--- src/rtl/mem_bus_arbiter.sv ---
// Arbitrates a single-ported memory between the fetch port and the load/store port.
// Each access runs IDLE -> ISSUE -> [WAIT] -> RESP; data accesses win, with a fetch starvation guard.
module mem_bus_arbiter #(
    parameter int unsigned RD_LAT     = 1,
    parameter int unsigned MAX_DBURST = 4
) (
    input  logic        clk,
    input  logic        rst,
    input  logic        if_req_i,
    input  logic [31:0] if_addr_i,
    output logic [31:0] if_data_o,
    output logic        if_valid_o,
    input  logic        d_rd_req_i,
    input  logic        d_wr_req_i,
    input  logic [31:0] d_addr_i,
    input  logic [3:0]  d_wr_sel_i,
    input  logic [31:0] d_wr_data_i,
    output logic [31:0] d_rd_data_o,
    output logic        d_rd_valid_o,
    output logic        d_wr_done_o,
    output logic        hold_o,
    output logic        mem_en_o,
    output logic        mem_we_o,
    output logic [3:0]  mem_sel_o,
    output logic [31:0] mem_addr_o,
    output logic [31:0] mem_wdata_o,
    input  logic [31:0] mem_rdata_i
);
    localparam int unsigned BurstW = $clog2(MAX_DBURST + 1);

    typedef enum logic [1:0] {StIdle, StIssue, StWait, StResp} state_e;
    typedef enum logic [1:0] {MstIf, MstRd, MstWr} master_e;

    state_e            state;
    master_e           master;
    logic [1:0]        lat_cnt;
    logic [BurstW-1:0] burst_cnt;
    logic              burst_full;
    logic              force_fetch;

    assign burst_full  = (burst_cnt == BurstW'(MAX_DBURST));
    assign force_fetch = if_req_i && burst_full;
    assign hold_o      = rst & (d_rd_req_i | d_wr_req_i) & ~d_rd_valid_o & ~d_wr_done_o;

    always_ff @(posedge clk) begin
        if (!rst) begin
            state        <= StIdle;
            master       <= MstIf;
            lat_cnt      <= '0;
            burst_cnt    <= '0;
            if_data_o    <= '0;
            if_valid_o   <= 1'b0;
            d_rd_data_o  <= '0;
            d_rd_valid_o <= 1'b0;
            d_wr_done_o  <= 1'b0;
            mem_en_o     <= 1'b0;
            mem_we_o     <= 1'b0;
            mem_sel_o    <= '0;
            mem_addr_o   <= '0;
            mem_wdata_o  <= '0;
        end else begin
            // Strobes and pulses are one cycle wide unless re-asserted below.
            mem_en_o     <= 1'b0;
            mem_we_o     <= 1'b0;
            if_valid_o   <= 1'b0;
            d_rd_valid_o <= 1'b0;
            d_wr_done_o  <= 1'b0;
            case (state)
                StIdle: begin
                    if (!if_req_i) begin
                        burst_cnt <= '0;
                    end
                    if (force_fetch || (if_req_i && !d_wr_req_i && !d_rd_req_i)) begin
                        master     <= MstIf;
                        mem_addr_o <= if_addr_i;
                        mem_sel_o  <= 4'hF;
                        mem_en_o   <= 1'b1;
                        burst_cnt  <= '0;
                        state      <= StIssue;
                    end else if (d_wr_req_i || d_rd_req_i) begin
                        master     <= d_wr_req_i ? MstWr : MstRd;
                        mem_addr_o <= d_addr_i;
                        mem_sel_o  <= d_wr_req_i ? d_wr_sel_i : 4'hF;
                        mem_en_o   <= 1'b1;
                        mem_we_o   <= d_wr_req_i;
                        if (d_wr_req_i) begin
                            mem_wdata_o <= d_wr_data_i;
                        end
                        if (if_req_i && !burst_full) begin
                            burst_cnt <= burst_cnt + 1'b1;
                        end
                        state <= StIssue;
                    end
                end
                StIssue: begin
                    if (master == MstWr) begin
                        d_wr_done_o <= 1'b1;
                        state       <= StResp;
                    end else begin
                        lat_cnt <= 2'(RD_LAT - 1);
                        state   <= StWait;
                    end
                end
                StWait: begin
                    if (lat_cnt == 2'd0) begin
                        if (master == MstIf) begin
                            if_data_o  <= mem_rdata_i;
                            if_valid_o <= 1'b1;
                        end else begin
                            d_rd_data_o  <= mem_rdata_i;
                            d_rd_valid_o <= 1'b1;
                        end
                        state <= StResp;
                    end else begin
                        lat_cnt <= lat_cnt - 1'b1;
                    end
                end
                StResp:  state <= StIdle;
                default: state <= StIdle;
            endcase
        end
    end
endmodule
--- config.mk ---
export PLATFORM = sky130hd
export DESIGN_NAME = mem_bus_arbiter
export DESIGN_NICKNAME = d
export VERILOG_FILES = /design/src/rtl/mem_bus_arbiter.sv
export SDC_FILE = /design/constraint.sdc
export NUM_CORES = 1
export LEC_CHECK = 0
export CAP_MARGIN = 20
export CORE_ASPECT_RATIO = 2
export CORE_UTILIZATION = 37
export CTS_CLUSTER_DIAMETER = 120
export CTS_CLUSTER_SIZE = 10
export DETAILED_ROUTE_END_ITERATION = 7
export PLACE_DENSITY = 0.77
export RECOVER_POWER = 50
export SYNTH_ARGS = -nofsm -noshare
export SYNTH_HDL_FRONTEND = slang
export SYNTH_SLANG_ARGS = --single-unit
export TNS_END_PERCENT = 10
--- constraint.sdc ---
create_clock -name clk -period 1.6 [get_ports clk]
set_clock_uncertainty 0.1 [all_clocks]
set_input_delay 0.32 -clock clk [delete_from_list [all_inputs] [get_ports clk]]
set_output_delay 0.32 -clock clk [all_outputs]
set_load 0.02 [all_outputs]
==> reports/metrics.cfg, run 1 <==
[drt]
dr.pass1.iters=5
antenna_left=0
route.detailed.wl_per_inst_um=16.48
initialDrtViolationCount=260
vias_per_cell=5.197
drc=0
num_vias=6127
wl_um=19430

[synth]
synth_fp_nets=847
avgSynthCellArea_um2=8.226
ys_ff_latch=146
synthFlopType=dfxtp_1
synth.most_common_cell=dfxtp_1
synth-seq-area-share=0.5054
synthCells=703
synth.distinct_cells=40
synth_edf_count=0
synth_area_leaders=dfxtp_1 (51%), a21oi_1 (12%), nand2_1 (8.7%), o21ai_0 (7.9%), a31oi_1 (3.6%)
synth_largest_area_cell=dfxtp_1
yosys_warnings=0
ys_top_cells_by_count=dfxtp_1 (146), a21oi_1 (134), nand2_1 (134)
synthDominantCellAreaShare=0.5054
async_flop_share=0
synth_area_um2=5783

[global_route]
grt_max_degree=110
grt_pass1_wl_um=29590
grt_usage=0.2328
grt-ovfl-total=0
antenna_found_initial=1
grt_pass1_vias=5919

[placed_design]
dp_worst_setup_slack_ps=-640.9
portBuffers=274
gp_congestion=0.7933
dp_hpwl_um=13100

[clock_network]
cts_tree=yes
ctsRootBufferMaster=clkbuf_16
clk_path_buf_depth=2
htreeDepth=4
clkLatencyLatePin_ps=410
postCtsSetupRepairBufs=0
cts_made_buffers=17
numClockSinks=146
clk_pin_slew_ps=60

[timing]
fmax_mhz=628.3
setup_viol=0
period_share=0.9947
slew_headroom=0.6012
hold_viol_final=0
worst_pin_slew_ps=598.1
fin_ws_ps=8.495
min_period_ps=1592
grt_setup_unrepaired=true
maxSlewViolCount=0

[setup_path]
critPathArrivalTime_ps=1830
worstSetupStartpoint=state[0]
critPathCaptureType=flop
critPathKind=flop to flop
max_stage_delay_ps=490
path_max_fanout=5
regToRegStartpoint=state[0]
critical_path.cell_chain=buf_6 -> ha_4 -> and3b_4 -> or4b_4 -> a21oi_2
critPathRequiredTime_ps=1840
cp-start-kind=flop
cp_slowest_cell=or4b_4

[power]
pwr-share-comb=0.369
power_density_nw_per_um2=1502
sequentialPowerShare=0.333
power_switching_mw=4.870
clock_power_share=0.298
switching_share=0.3442
internal_power_mw=9.278
p_leak_nw=3.969
ir_worst_vdd_mv=0.9071

[cells_and_area]
seqCellArea_um2=2927
drive_gt1_frac=0.09898
post-route-util=0.6158
multi_input_comb_area_um2=2574
fill_cells=1392
layout.nets=1112
syn_to_final_growth_pct=62.85

[floorplanning]
initial_core_util=0.3781
die_x_um=90.40
die_h_um=178.8
std_cell_rows=64
dieArea_um2=16160
ios=275
core-area_um2=15290

[min_path]
hp-class=flop to flop
hp-start=if_data_o[18]

[run_status]
status=completed

[job]
max_cap_viol_count=0

through the flow:
stage	setup TNS (ps)	total power, mW	std cells	hold slack (ps)	area [µm²]
after global placement	-60180	10.28	1145	340.8	8864
after CTS	-264.3	14.15	1176	341.0	9335
after detailed placement	-60450	10.37	1145	345.3	8864
final	0	14.15	1179	348.1	9418
after floorplan	0	7.703	703	344.0	5789
after global routing	-690.7	14.88	1178	362.4	9415
power by group through the flow:
| stage | clock network, mW | registers [mW] | logic [mW] |
|---|---|---|---|
| global placement | 0 | 4.76 | 5.52 |
| global route | 4.45 | 4.79 | 5.64 |
| detailed placement | 0 | 4.78 | 5.59 |
| CTS | 4.30 | 4.69 | 5.16 |
| finish | 4.22 | 4.71 | 5.22 |
| floorplan | 0 | 5.61 | 2.09 |
layout by cell type (no fill, tap or decap), types with 2 or more instances in the layout:
cell             count
ha_1                 2
or4b_4               2
dfxtp_1            143
buf_4               19
buf_12              11
bufinv_16            4
o211a_1              2
clkinv_2             3
clkbuf_4             3
clkdlybuf4s50_1    133
a31oi_1             33
nand3_1             33
nand2_1            134
o31ai_1              2
ha_4                 5
buf_6                3
dlygate4sd2_1      138
and2_1               2
o221a_2              4
clkbuf_1             3
a21oi_1            132
o21ai_1              6
a21oi_2              2
clkbuf_8             3
o21ai_0             91
clkinvlp_4           2
inv_1                6
nor2_1               9
dfxtp_2              3
clkbuf_16           17
worst paths after layout:
kind              slack, ps             to  depth (start not counted)
hold reg to reg         350  if_data_o[18]                          2
hold / removal          350  if_data_o[18]                          2
setup reg to reg          8     lat_cnt[1]                          5
setup / recovery          8     lat_cnt[1]                          5
flip-flops by register name, indices dropped and copies added (netlist names):
| name | flops |
|---|---|
| mem_sel_o | 4 |
| mem_en_o | 1 |
| mem_addr_o | 32 |
| mem_we_o | 1 |
| mem_wdata_o | 32 |
| state | 2 |
| master | 2 |
| burst_cnt | 3 |
| if_data_o | 32 |
| d_rd_valid_o | 1 |
| d_wr_done_o | 1 |
| if_valid_o | 1 |
| d_rd_data_o | 32 |
| lat_cnt | 2 |
metal layers:
metal / wire length (µm) / part of all wire / track usage
met2: 10830 / 0.56 / 0.4408
met4: 733 / 0.038 / 0.1230
met5: 0 / 0 / 0
met3: 762 / 0.039 / 0.04792
met1: 7099 / 0.37 / 0.2374
kinds of logic (layout without fill, tap and decap cells):
kind of cell               count (synthesis)  in the layout  synth area share
buffers and inverters                     74            351           0.06296
adders and majority gates                  7              7           0.01514
DFF                                      146            146            0.5054
other                                      0              1                 0
and+or+nand+nor                          195            195            0.1493
AOI/OAI and AO/OA                        281            281            0.2672
layout make-up:
class / count / share of cell area
repair buffers: 311 / 0.3187
well taps: 198 / 0.02631
clock buffers: 22 / 0.05035
diodes: 1 / 0.0002657
inverters: 9 / 0.003986
flip-flops and latches: 146 / 0.3107
clock inverters: 9 / 0.01634
multi-input cells: 483 / 0.2733
worst max-delay path: cells and delay by family (launching register included):
family / cells / cell delay (ps)
flip-flops: 1 / 340
buffers and inverters: 1 / 120
AO/OA/AOI/OAI: 1 / 130
adder cells (fa/ha/maj): 1 / 150
AND/OR/NAND/NOR: 2 / 680
what timing repair did:
action                                  in CTS  in global routing
endpoints found under the setup margin     273                130
hold endpoints to repair                     0                  0
resized for setup                          154                 18
pin swaps                                    1                  3
hold buffers                                 0                  0
gates cloned                                 0                  1
Power figures use the tool's default switching activity.
==> inputs of run 2 (changes only) <==
Settings changed: SLEW_MARGIN set to 20.
==> reports/metrics.cfg, run 2 (synthesis gave the netlist of run 1 again) <==
[power]
power.total_mw=14.10  ; -0.31%
ir_worst_vdd_mv=1.014  ; +12%
p_leak_nw=3.977  ; +0.19%
power_density_nw_per_um2=1495  ; -0.46%

[floorplanning]
dieArea_um2=16160  ; unchanged
std_cell_rows=64  ; unchanged
die_x_um=90.40  ; unchanged
initial_core_util=0.3781  ; unchanged
core-area_um2=15290  ; unchanged
die_h_um=178.8  ; unchanged
ios=275  ; unchanged

[drt]
route.detailed.wl_per_inst_um=16.42  ; -0.35%
highest_layer=met4
wl_um=19340  ; -0.43%
met3_length_um=865  ; +14%
num_vias=6120  ; -0.11%
drc=0  ; unchanged
wl_met1_um=7104  ; about the same
antenna_left=0  ; unchanged
wl_met2_um=10630  ; -1.8%
initialDrtViolationCount=242  ; -6.9%
dr.pass1.iters=4  ; -1
vias_per_cell=5.195  ; about the same

[placed_design]
place_area_um2=8864  ; unchanged
gp_congestion=0.7933  ; unchanged
dp_worst_setup_slack_ps=-640.9  ; unchanged
portBuffers=274  ; unchanged
dp_hpwl_um=13100  ; unchanged

[clock_network]
clk_pin_slew_ps=60  ; about the same
ctsRootBufferMaster=clkbuf_16
numClockSinks=146  ; unchanged
cts_tree=yes
cts_made_buffers=17  ; unchanged
clk_path_buf_depth=2  ; unchanged
clkLatencyLatePin_ps=410  ; about the same
hold_buffers=0  ; unchanged
htreeDepth=4  ; unchanged

[timing]
slew_headroom=0.4430  ; -0.1582
grt_setup_unrepaired=true
period_share=0.9966  ; +0.001941
setup_viol=0  ; unchanged
worst_pin_slew_ps=835.5  ; +237.4 ps
fmax_mhz=627.1  ; -0.19%
min_period_ps=1595  ; +3.106 ps
fin_ws_ps=5.389  ; -3.106 ps
hold_viol_final=0  ; unchanged
hold_ws_ps=348.3  ; +0.2140 ps
maxSlewViolCount=0  ; unchanged

[min_path]
hp-class=flop to flop

[cells_and_area]
mostFrequentLayoutCell=dfxtp_1
layout_common_cells=dfxtp_1 (143), dlygate4sd2_1 (138), nand2_1 (134), clkdlybuf4s50_1 (133), a21oi_1 (132)
syn_to_final_growth_pct=63.09
layout.nets=1111  ; -0.090%
finalInstanceArea_um2=9432  ; +0.15%
drive_gt1_frac=0.09908  ; +0.0001011

[global_route]
grt_pass1_vias=5919  ; unchanged
antenna_found_initial=1  ; unchanged
grt_usage=0.2328  ; unchanged
grt_pass1_wl_um=29590  ; unchanged
grt_max_degree=110  ; unchanged
grt-ovfl-total=0  ; unchanged

[setup_path]
critPathCaptureType=flop
critPathRequiredTime_ps=1840  ; about the same
max_stage_delay_ps=490  ; about the same
cp-start-kind=flop
cpLargestDelayFamily=simple AND/OR/NAND/NOR gates
critical_path.cell_chain=buf_4 -> ha_4 -> and3b_4 -> or4b_4 -> a21oi_2
critPathArrivalTime_ps=1830  ; about the same
critPathKind=flop to flop
path_max_fanout=5  ; unchanged
cp_slowest_cell=or4b_4
crit_buf_inv=1  ; unchanged

[job]
max_cap_viol_count=0  ; unchanged

[run_status]
status=completed

## run 2: metal layers
metal  track usage  vias to the layer above
li1              -                     2979
met1        0.2374                     2869
met2        0.4408                      228
met3       0.04792                       44
met4        0.1230                        0
met5             0                        -
## run 2: worst paths after layout
kind,cells after the start,start,slack (ps),to
hold / removal,2,if_data_o[18],350,if_data_o[18]
setup reg to reg,5,state[0],5,lat_cnt[1]
setup / recovery,5,state[0],5,lat_cnt[1]
hold reg to reg,2,if_data_o[18],350,if_data_o[18]
## run 2: where the power goes
group | internal (mW) | leakage (nW) | total (mW) | switching, mW
Sequential | 4.37 | 1.19 | 4.70 | 0.325
Combinational | 2.17 | 2.48 | 5.18 | 3.02
Clock | 2.72 | 0.302 | 4.22 | 1.50
## run 2: final cells by class
cell class,instances,area [µm²]
multi-input cells,483,2585
clock buffers,22,474.2
flip-flops and latches,146,2927
diodes,1,2.502
fillers,1390,5863
repair buffers,310,3007
inverters,9,35.03
clock inverters,9,153.9
well taps,198,247.7
## run 2: timing repair
item	4_1_cts	5_1_grt
setup buffers	0	0
pin swaps	1	3
endpoints found under the setup margin	273	139
cloned	0	1
gates resized for setup	154	22
hold endpoints to repair	0	0
## run 2: stage by stage
step	util	TNS (ps)	instances
after floorplan	-	0	703
after global placement	0.5795	-60180	1145
after detailed placement	0.5795	-60450	1145
after CTS	0.6104	-264.3	1176
after global routing	0.6165	-450.4	1177
final	0.6167	0	1178
## run 2: worst reg2reg max path, delay by kind of cell, from the launching register on
kind	cells	cell delay, ps
adder cells (fa/ha/maj)	1	160
buffers and inverters	1	140
flip-flops	1	320
AO/OA/AOI/OAI	1	130
AND/OR/NAND/NOR	2	680
